<file path="src/rtl/elastic_pipe_reg.sv">
// ============================================================================
// Module   : elastic_pipe_reg
// Purpose  : Flushable valid/ready pipeline-stage register with 2-entry skid
//            buffer, bubble-on-empty control field and saturating statistics.
// Revision : 1.0  initial release
// ============================================================================
`default_nettype none

module elastic_pipe_reg #(
  parameter int                 DATA_W      = 96,
  parameter int                 CTRL_W      = 16,
  parameter logic [CTRL_W-1:0]  BUBBLE_CTRL = '0,
  parameter int                 CNT_W       = 16
) (
  input  logic              Clk,
  input  logic              Reset,
  input  logic              Flush,
  input  logic              in_valid,
  output logic              in_ready,
  input  logic [CTRL_W-1:0] in_ctrl,
  input  logic [DATA_W-1:0] in_data,
  output logic              out_valid,
  input  logic              out_ready,
  output logic [CTRL_W-1:0] out_ctrl,
  output logic [DATA_W-1:0] out_data,
  output logic [1:0]        occupancy,
  output logic [CNT_W-1:0]  stall_cycles,
  output logic [CNT_W-1:0]  flushed_entries
);

  typedef enum logic [1:0] {
    ST_EMPTY = 2'd0,
    ST_ONE   = 2'd1,
    ST_TWO   = 2'd2
  } state_t;

  state_t            r_state;
  logic [CTRL_W-1:0] r_main_ctrl;
  logic [DATA_W-1:0] r_main_data;
  logic [CTRL_W-1:0] r_skid_ctrl;
  logic [DATA_W-1:0] r_skid_data;
  logic [CNT_W-1:0]  r_stall;
  logic [CNT_W-1:0]  r_flushed;

  logic              w_acc;
  logic              w_deq;
  logic [1:0]        w_discard;
  logic [CNT_W:0]    w_flush_sum;

  // State encoding doubles as the occupancy count.
  assign occupancy       = r_state;
  assign in_ready        = !Reset && (r_state != ST_TWO);
  assign out_valid       = (r_state != ST_EMPTY);
  assign out_ctrl        = r_main_ctrl;
  assign out_data        = r_main_data;
  assign stall_cycles    = r_stall;
  assign flushed_entries = r_flushed;

  assign w_acc = in_valid && in_ready;
  assign w_deq = out_valid && out_ready;

  // A beat dequeued alongside a flush was consumed downstream, not discarded.
  assign w_discard   = r_state - {1'b0, w_deq};
  assign w_flush_sum = {1'b0, r_flushed} + (CNT_W+1)'(w_discard);

  always_ff @(posedge Clk) begin
    if (Reset) begin
      r_state     <= ST_EMPTY;
      r_main_ctrl <= BUBBLE_CTRL;
      r_main_data <= '0;
      r_skid_ctrl <= '0;
      r_skid_data <= '0;
      r_stall     <= '0;
      r_flushed   <= '0;
    end else begin
      if (out_valid && !out_ready && (r_stall != '1))
        r_stall <= r_stall + 1'b1;

      if (Flush) begin
        r_flushed   <= w_flush_sum[CNT_W] ? '1 : w_flush_sum[CNT_W-1:0];
        r_state     <= ST_EMPTY;
        r_main_ctrl <= BUBBLE_CTRL;
        r_main_data <= '0;
      end else begin
        case (r_state)
          ST_EMPTY: begin
            if (w_acc) begin
              r_state     <= ST_ONE;
              r_main_ctrl <= in_ctrl;
              r_main_data <= in_data;
            end
          end
          ST_ONE: begin
            if (w_acc && w_deq) begin
              r_main_ctrl <= in_ctrl;
              r_main_data <= in_data;
            end else if (w_acc) begin
              r_state     <= ST_TWO;
              r_skid_ctrl <= in_ctrl;
              r_skid_data <= in_data;
            end else if (w_deq) begin
              r_state     <= ST_EMPTY;
              r_main_ctrl <= BUBBLE_CTRL;
              r_main_data <= '0;
            end
          end
          ST_TWO: begin
            if (w_deq) begin
              r_state     <= ST_ONE;
              r_main_ctrl <= r_skid_ctrl;
              r_main_data <= r_skid_data;
            end
          end
          default: begin
            r_state     <= ST_EMPTY;
            r_main_ctrl <= BUBBLE_CTRL;
            r_main_data <= '0;
          end
        endcase
      end
    end
  end

endmodule

`default_nettype wire
</file>
<file path="config.mk">
export PLATFORM = sky130hd
export DESIGN_NAME = elastic_pipe_reg
export DESIGN_NICKNAME = d
export VERILOG_FILES = /design/src/rtl/elastic_pipe_reg.sv
export SDC_FILE = /design/constraint.sdc
export NUM_CORES = 1
export LEC_CHECK = 0
export CAP_MARGIN = 30
export CORE_MARGIN = 2
export CORE_UTILIZATION = 35
export DETAILED_ROUTE_END_ITERATION = 8
export GPL_ROUTABILITY_DRIVEN = 1
export REMOVE_ABC_BUFFERS = 1
export SKIP_CTS_REPAIR_TIMING = 1
export SYNTH_ARGS = -nofsm -noshare
export SYNTH_HDL_FRONTEND = slang
export SYNTH_SLANG_ARGS = --single-unit
</file>
<file path="constraint.sdc">
create_clock -name Clk -period 7.93 [get_ports Clk]
set_clock_uncertainty 0.05 [all_clocks]
set_input_delay 2.379 -clock Clk [delete_from_list [all_inputs] [get_ports Clk]]
set_output_delay 2.379 -clock Clk [all_outputs]
set_load 0.005 [all_outputs]
</file>
Word-level counts from Yosys, hierarchy flattened
Cells that the tools add are included.

storage, ports and cells
  register bits = 258
  input port bits = 117
  logic and storage cells = 55

operators by class
  bitwise operators = 2
  mux-type cells = 19
  add/sub/neg operators = 3
  reductions and logical operators = 14
  equality and inequality tests = 10

operators by type and width
  kind                     number
  $mux W96                 5
  $pmux W96 S3             1
  $mux W16                 6
  $pmux W16 S3             1
  $add A16 B2 Y17          1
  $add A16 B1 Y16 const B  1
  $ne A16 B16 Y1 const B   1
  $reduce_and A4 Y1        3
  $mux W2                  5
  $ne A3 B3 Y1 const B     3
  $ne A2 B2 Y1 const B     4
  $logic_and A1 B1 Y1      6
  $pmux W2 S3              1
  $eq A2 B1 Y1 const B     1
  $eq A2 B2 Y1 const B     1
  $logic_not A1 Y1         2
  $logic_not A2 Y1         1
  $not A1 Y1               2
  $reduce_bool A2 Y1       1
  $reduce_or A2 Y1         1
  $sub A2 B1 Y2            1

Logic depth before layout (Yosys ltp)
  depth after elaboration = 6
  depth in mapped cells = 12
  depth with buffers taken out = 11

Worst setup path after synthesis
Ideal clock, no wire load.

  path kind = input to output
  from = input port Reset
  to = output port in_ready
  buffers on the path = 3
  arrival = 3160 ps
  setup slack = 2341 ps
  stages = 4
  required time = 5501 ps
  path through = buf_2 -> clkbuf_1 -> buf_1 -> nor2_1

on the way
  longest elaborated chain between the ends = 2

ends and longest elaborated chain
  what                 RTL line  text
  start: declaration   16        input logic Reset,
  $logic_not A1 Y1     52        assign in_ready = !Reset && (r_state != ST_TWO);
  $logic_and A1 B1 Y1  52
  end: declaration     19        output logic in_ready,

Every way passes these cells.

Worst setup path after layout
Ends and elaborated chain as after synthesis.

==> impl_metrics.yaml <==
status:
  status: "finished clean"
grt:
  first_pass_grt_wire_length_microns: 49500
  grt_start_max_net_pins: 113
  grt_antenna_before_repair: 1
  first_global_vias: 9151
  remaining_global_route_overflow: 0
  grt.total_usage_pct: 19.6
sta:
  finalWorstPathRequiredPeriod_ps: 5510
  final_max_slew_viol_count: 0
  max_slew.worst_pin.slew_ps: 843
  finalHoldViolCount: 0
  number_of_setup_violations_in_the_final_report: 0
  rsz0062_at_grt: "false"
  clock.fmax_mhz: 181
  timing.max_slew.rel_slack_pct: 43.8
  fin_tns_setup_ps: 0
  period_share_pct: 69.5
clocking:
  clock-sinks: 258
  ctsRootBufferMaster: "sky130_fd_sc_hd__clkbuf_16"
  clock_latency_ps: 530
  tritoncts: "done"
  number_of_buffers_added_by_the_clock_tree_synthesis_step: 29
  clock_buffer_depth: 3
  cts.clk_slew.worst_paths_ps: 50
  h_tree_lvl_count: 1
yosys:
  seq_area_frac_synth_pct: 50.8
  avgSynthCellArea_sq_um: 8.32
  synth_async_sr_flop_share_pct: 0
  portion_of_synthesized_cell_area_occupied_by_the_leading_cell_type_pct: 50.8
  netlist-cell-type-count: 44
  ys_ff_latch: 258
  netlist_area_sq_mm: 0.0102
  post_synth_main_area_contributors: "sky130_fd_sc_hd__dfxtp_1 (51%), sky130_fd_sc_hd__a21oi_1 (12%), sky130_fd_sc_hd__nand2_1 (8.9%), sky130_fd_sc_hd__a22oi_1 (8.3%), sky130_fd_sc_hd__nand3_1 (6.1%)"
  yosys_most_used_dff: "sky130_fd_sc_hd__dfxtp_1"
  yosysWarningCount: 0
  edff_count_synth: 0
  synth_area_leader_cell: "sky130_fd_sc_hd__dfxtp_1"
  postSynthCellCount: 1221
place:
  gpl.final_weighted_congestion: 0.829
  post-place-cells: 1772
  place.detailed.hpwl_microns: 18300
  portBuffers: 264
detailed_routing:
  routed_wirelength_microns: 30800
  detailedRoute.firstIterationViolations: 736
  detail_route.first_pass.iterations: 5
  wl_per_cell_microns: 16.9
  vias: 9557
  drc_errors: 0
  drt-vias-per-instance: 5.24
  ant_nets: 0
worst_setup_path:
  timing.setup.critical_path_class: "in -> out"
  crit_arrival_ps: 3080
  timing.reg2reg.setup_slack_ps: 5190
  cp.required_ps: 5500
  path_max_fanout: 2
  critical_path.endpoint_type: "output pin"
  crit_path_top_delay_cell: "sky130_fd_sc_hd__clkdlybuf4s50_1"
  startpoint_type: "input pin"
  crit_path_max_incr_delay_ps: 500
  critical_path_cell_by_cell: "buf_4 > nor2_1 > clkdlybuf4s50_1"
cells_and_area:
  post_route_core_utilization_pct: 48.6
  fin_cells: 1825
  num_antenna_cells: 0
  flow.area_growth_from_synthesis_pct: 36.9
  post_route_cells_drive_above_1_share_pct: 4.93
  design.final.nets: 1542
job:
  max_cap_violations: 0
min_path:
  worst_hold_path_type: "reg -> reg"
pwr:
  static-leakage-power_nw: 4.43
  vdd_ir_drop_max_uv: 119
  p_per_area_mw_per_mm2: 208
die:
  dieHeight_microns: 174
  initial_core_util_pct: 35.5
  dieArea_sq_mm: 0.0304
  die_w_microns: 174
  core_region_area_sq_mm: 0.0286
  io-pin-count: 265
  core.rowCount: 62
## worst max-delay path: cells and delay by family
kind                   cells  cell delay (ps)
buffers and inverters      2              610
AND/OR/NAND/NOR            1               90
## power by group
part | switching (mW) | internal [mW] | leakage, nW
clock | 0.527 | 0.840 | 0.484
combinational | 0.106 | 0.101 | 1.86
sequential | 0.0104 | 1.31 | 2.08
## metal layers
| layer | vias up | global-route usage, % | part of all wire (%) |
|---|---|---|---|
| met1 | 4535 | 27.1 | 45 |
| met2 | 262 | 31.1 | 45 |
| met5 | - | 0 | 0 |
| met4 | 0 | 3.99 | 1.6 |
| li1 | 4722 | - | - |
| met3 | 38 | 4.94 | 7.6 |
## cells in the mapped netlist, drive strengths merged, types with 2 or more instances
master,instances
a21oi,246
o31ai,3
nor4,12
xnor2,6
nand4,8
nand2b,4
or2,2
nor2,16
nor2b,7
mux2,3
dfxtp,258
nand2,240
clkbuf,69
buf,40
nor3,15
a211oi,2
and3,2
a22oi,112
ha,4
a41oi,5
o21ai,6
xor2,2
and4,3
and2,2
inv,7
a31oi,3
nand3,123
mux2i,4
or3,8
## stage by stage
step                      setup slack (ps)  power (mW)  area [sq um]  hold slack [ps]
after floorplan                        508        1.42          9640              381
after global placement                2280        1.56         12900              392
after detailed placement              2260        1.56         12900              397
after CTS                             2410        2.93         13900              405
after global routing                  2400        3.00         13900              419
final                                 2420        2.90         13900              404
## registers in the layout, summed over array words and instances (netlist names)
signal           count
r_skid_data         96
out_data            96
occupancy            2
out_ctrl            16
r_skid_ctrl         16
stall_cycles        16
flushed_entries     16
## cells by family (layout without fill, tap and decap cells)
kind of cell | Yosys count | in the layout | synth area share (%)
flip-flops | 258 | 258 | 50.8
adder cells (fa/ha/maj) | 5 | 5 | 0.690
AND/OR/NAND/NOR | 445 | 445 | 19.6
XOR/XNOR | 8 | 8 | 0.690
AO/OA/AOI/OAI | 382 | 382 | 22.1
multiplexers | 7 | 7 | 0.727
buffers and inverters | 116 | 336 | 5.33
## placed cells by master, fill, tap and decap left out, drive strengths merged, types with 3 or more instances in the layout
cell / instances
mux2: 3
and4: 3
bufinv: 3
a21oi: 246
mux2i: 4
a31oi: 3
nand2: 240
nor2b: 7
inv: 7
a41oi: 5
buf: 14
a22oi: 112
nand3: 123
xnor2: 6
nor4: 12
dfxtp: 258
clkdlybuf4s50: 263
clkinv: 5
ha: 4
nor2: 16
o31ai: 3
o21ai: 6
or3: 8
nand4: 8
nand2b: 4
nor3: 15
clkbuf: 43
## path summary, 6_finish.rpt
path	startpoint	endpoint	cells past startpoint
setup / recovery	Reset	in_ready	3
hold / removal	r_skid_ctrl[12]$_SDFFE_PP0P_	r_skid_ctrl[12]$_SDFFE_PP0P_	2
setup reg to reg	occupancy[1]$_SDFFE_PP0P_	out_data[91]$_SDFFE_PP0P_	6
hold reg to reg	r_skid_ctrl[12]$_SDFFE_PP0P_	r_skid_ctrl[12]$_SDFFE_PP0P_	2
## area by class of cell
cell class / count / area [sq um]
clock buffer: 43 / 858
tap: 384 / 480
sequential: 258 / 5160
clock inverter: 9 / 123
timing repair buffer: 277 / 2770
multi-input combinational: 847 / 4490
inverter: 7 / 26.3
fill: 2729 / 14700
Note: power is estimated with default switching activity, not from simulation.
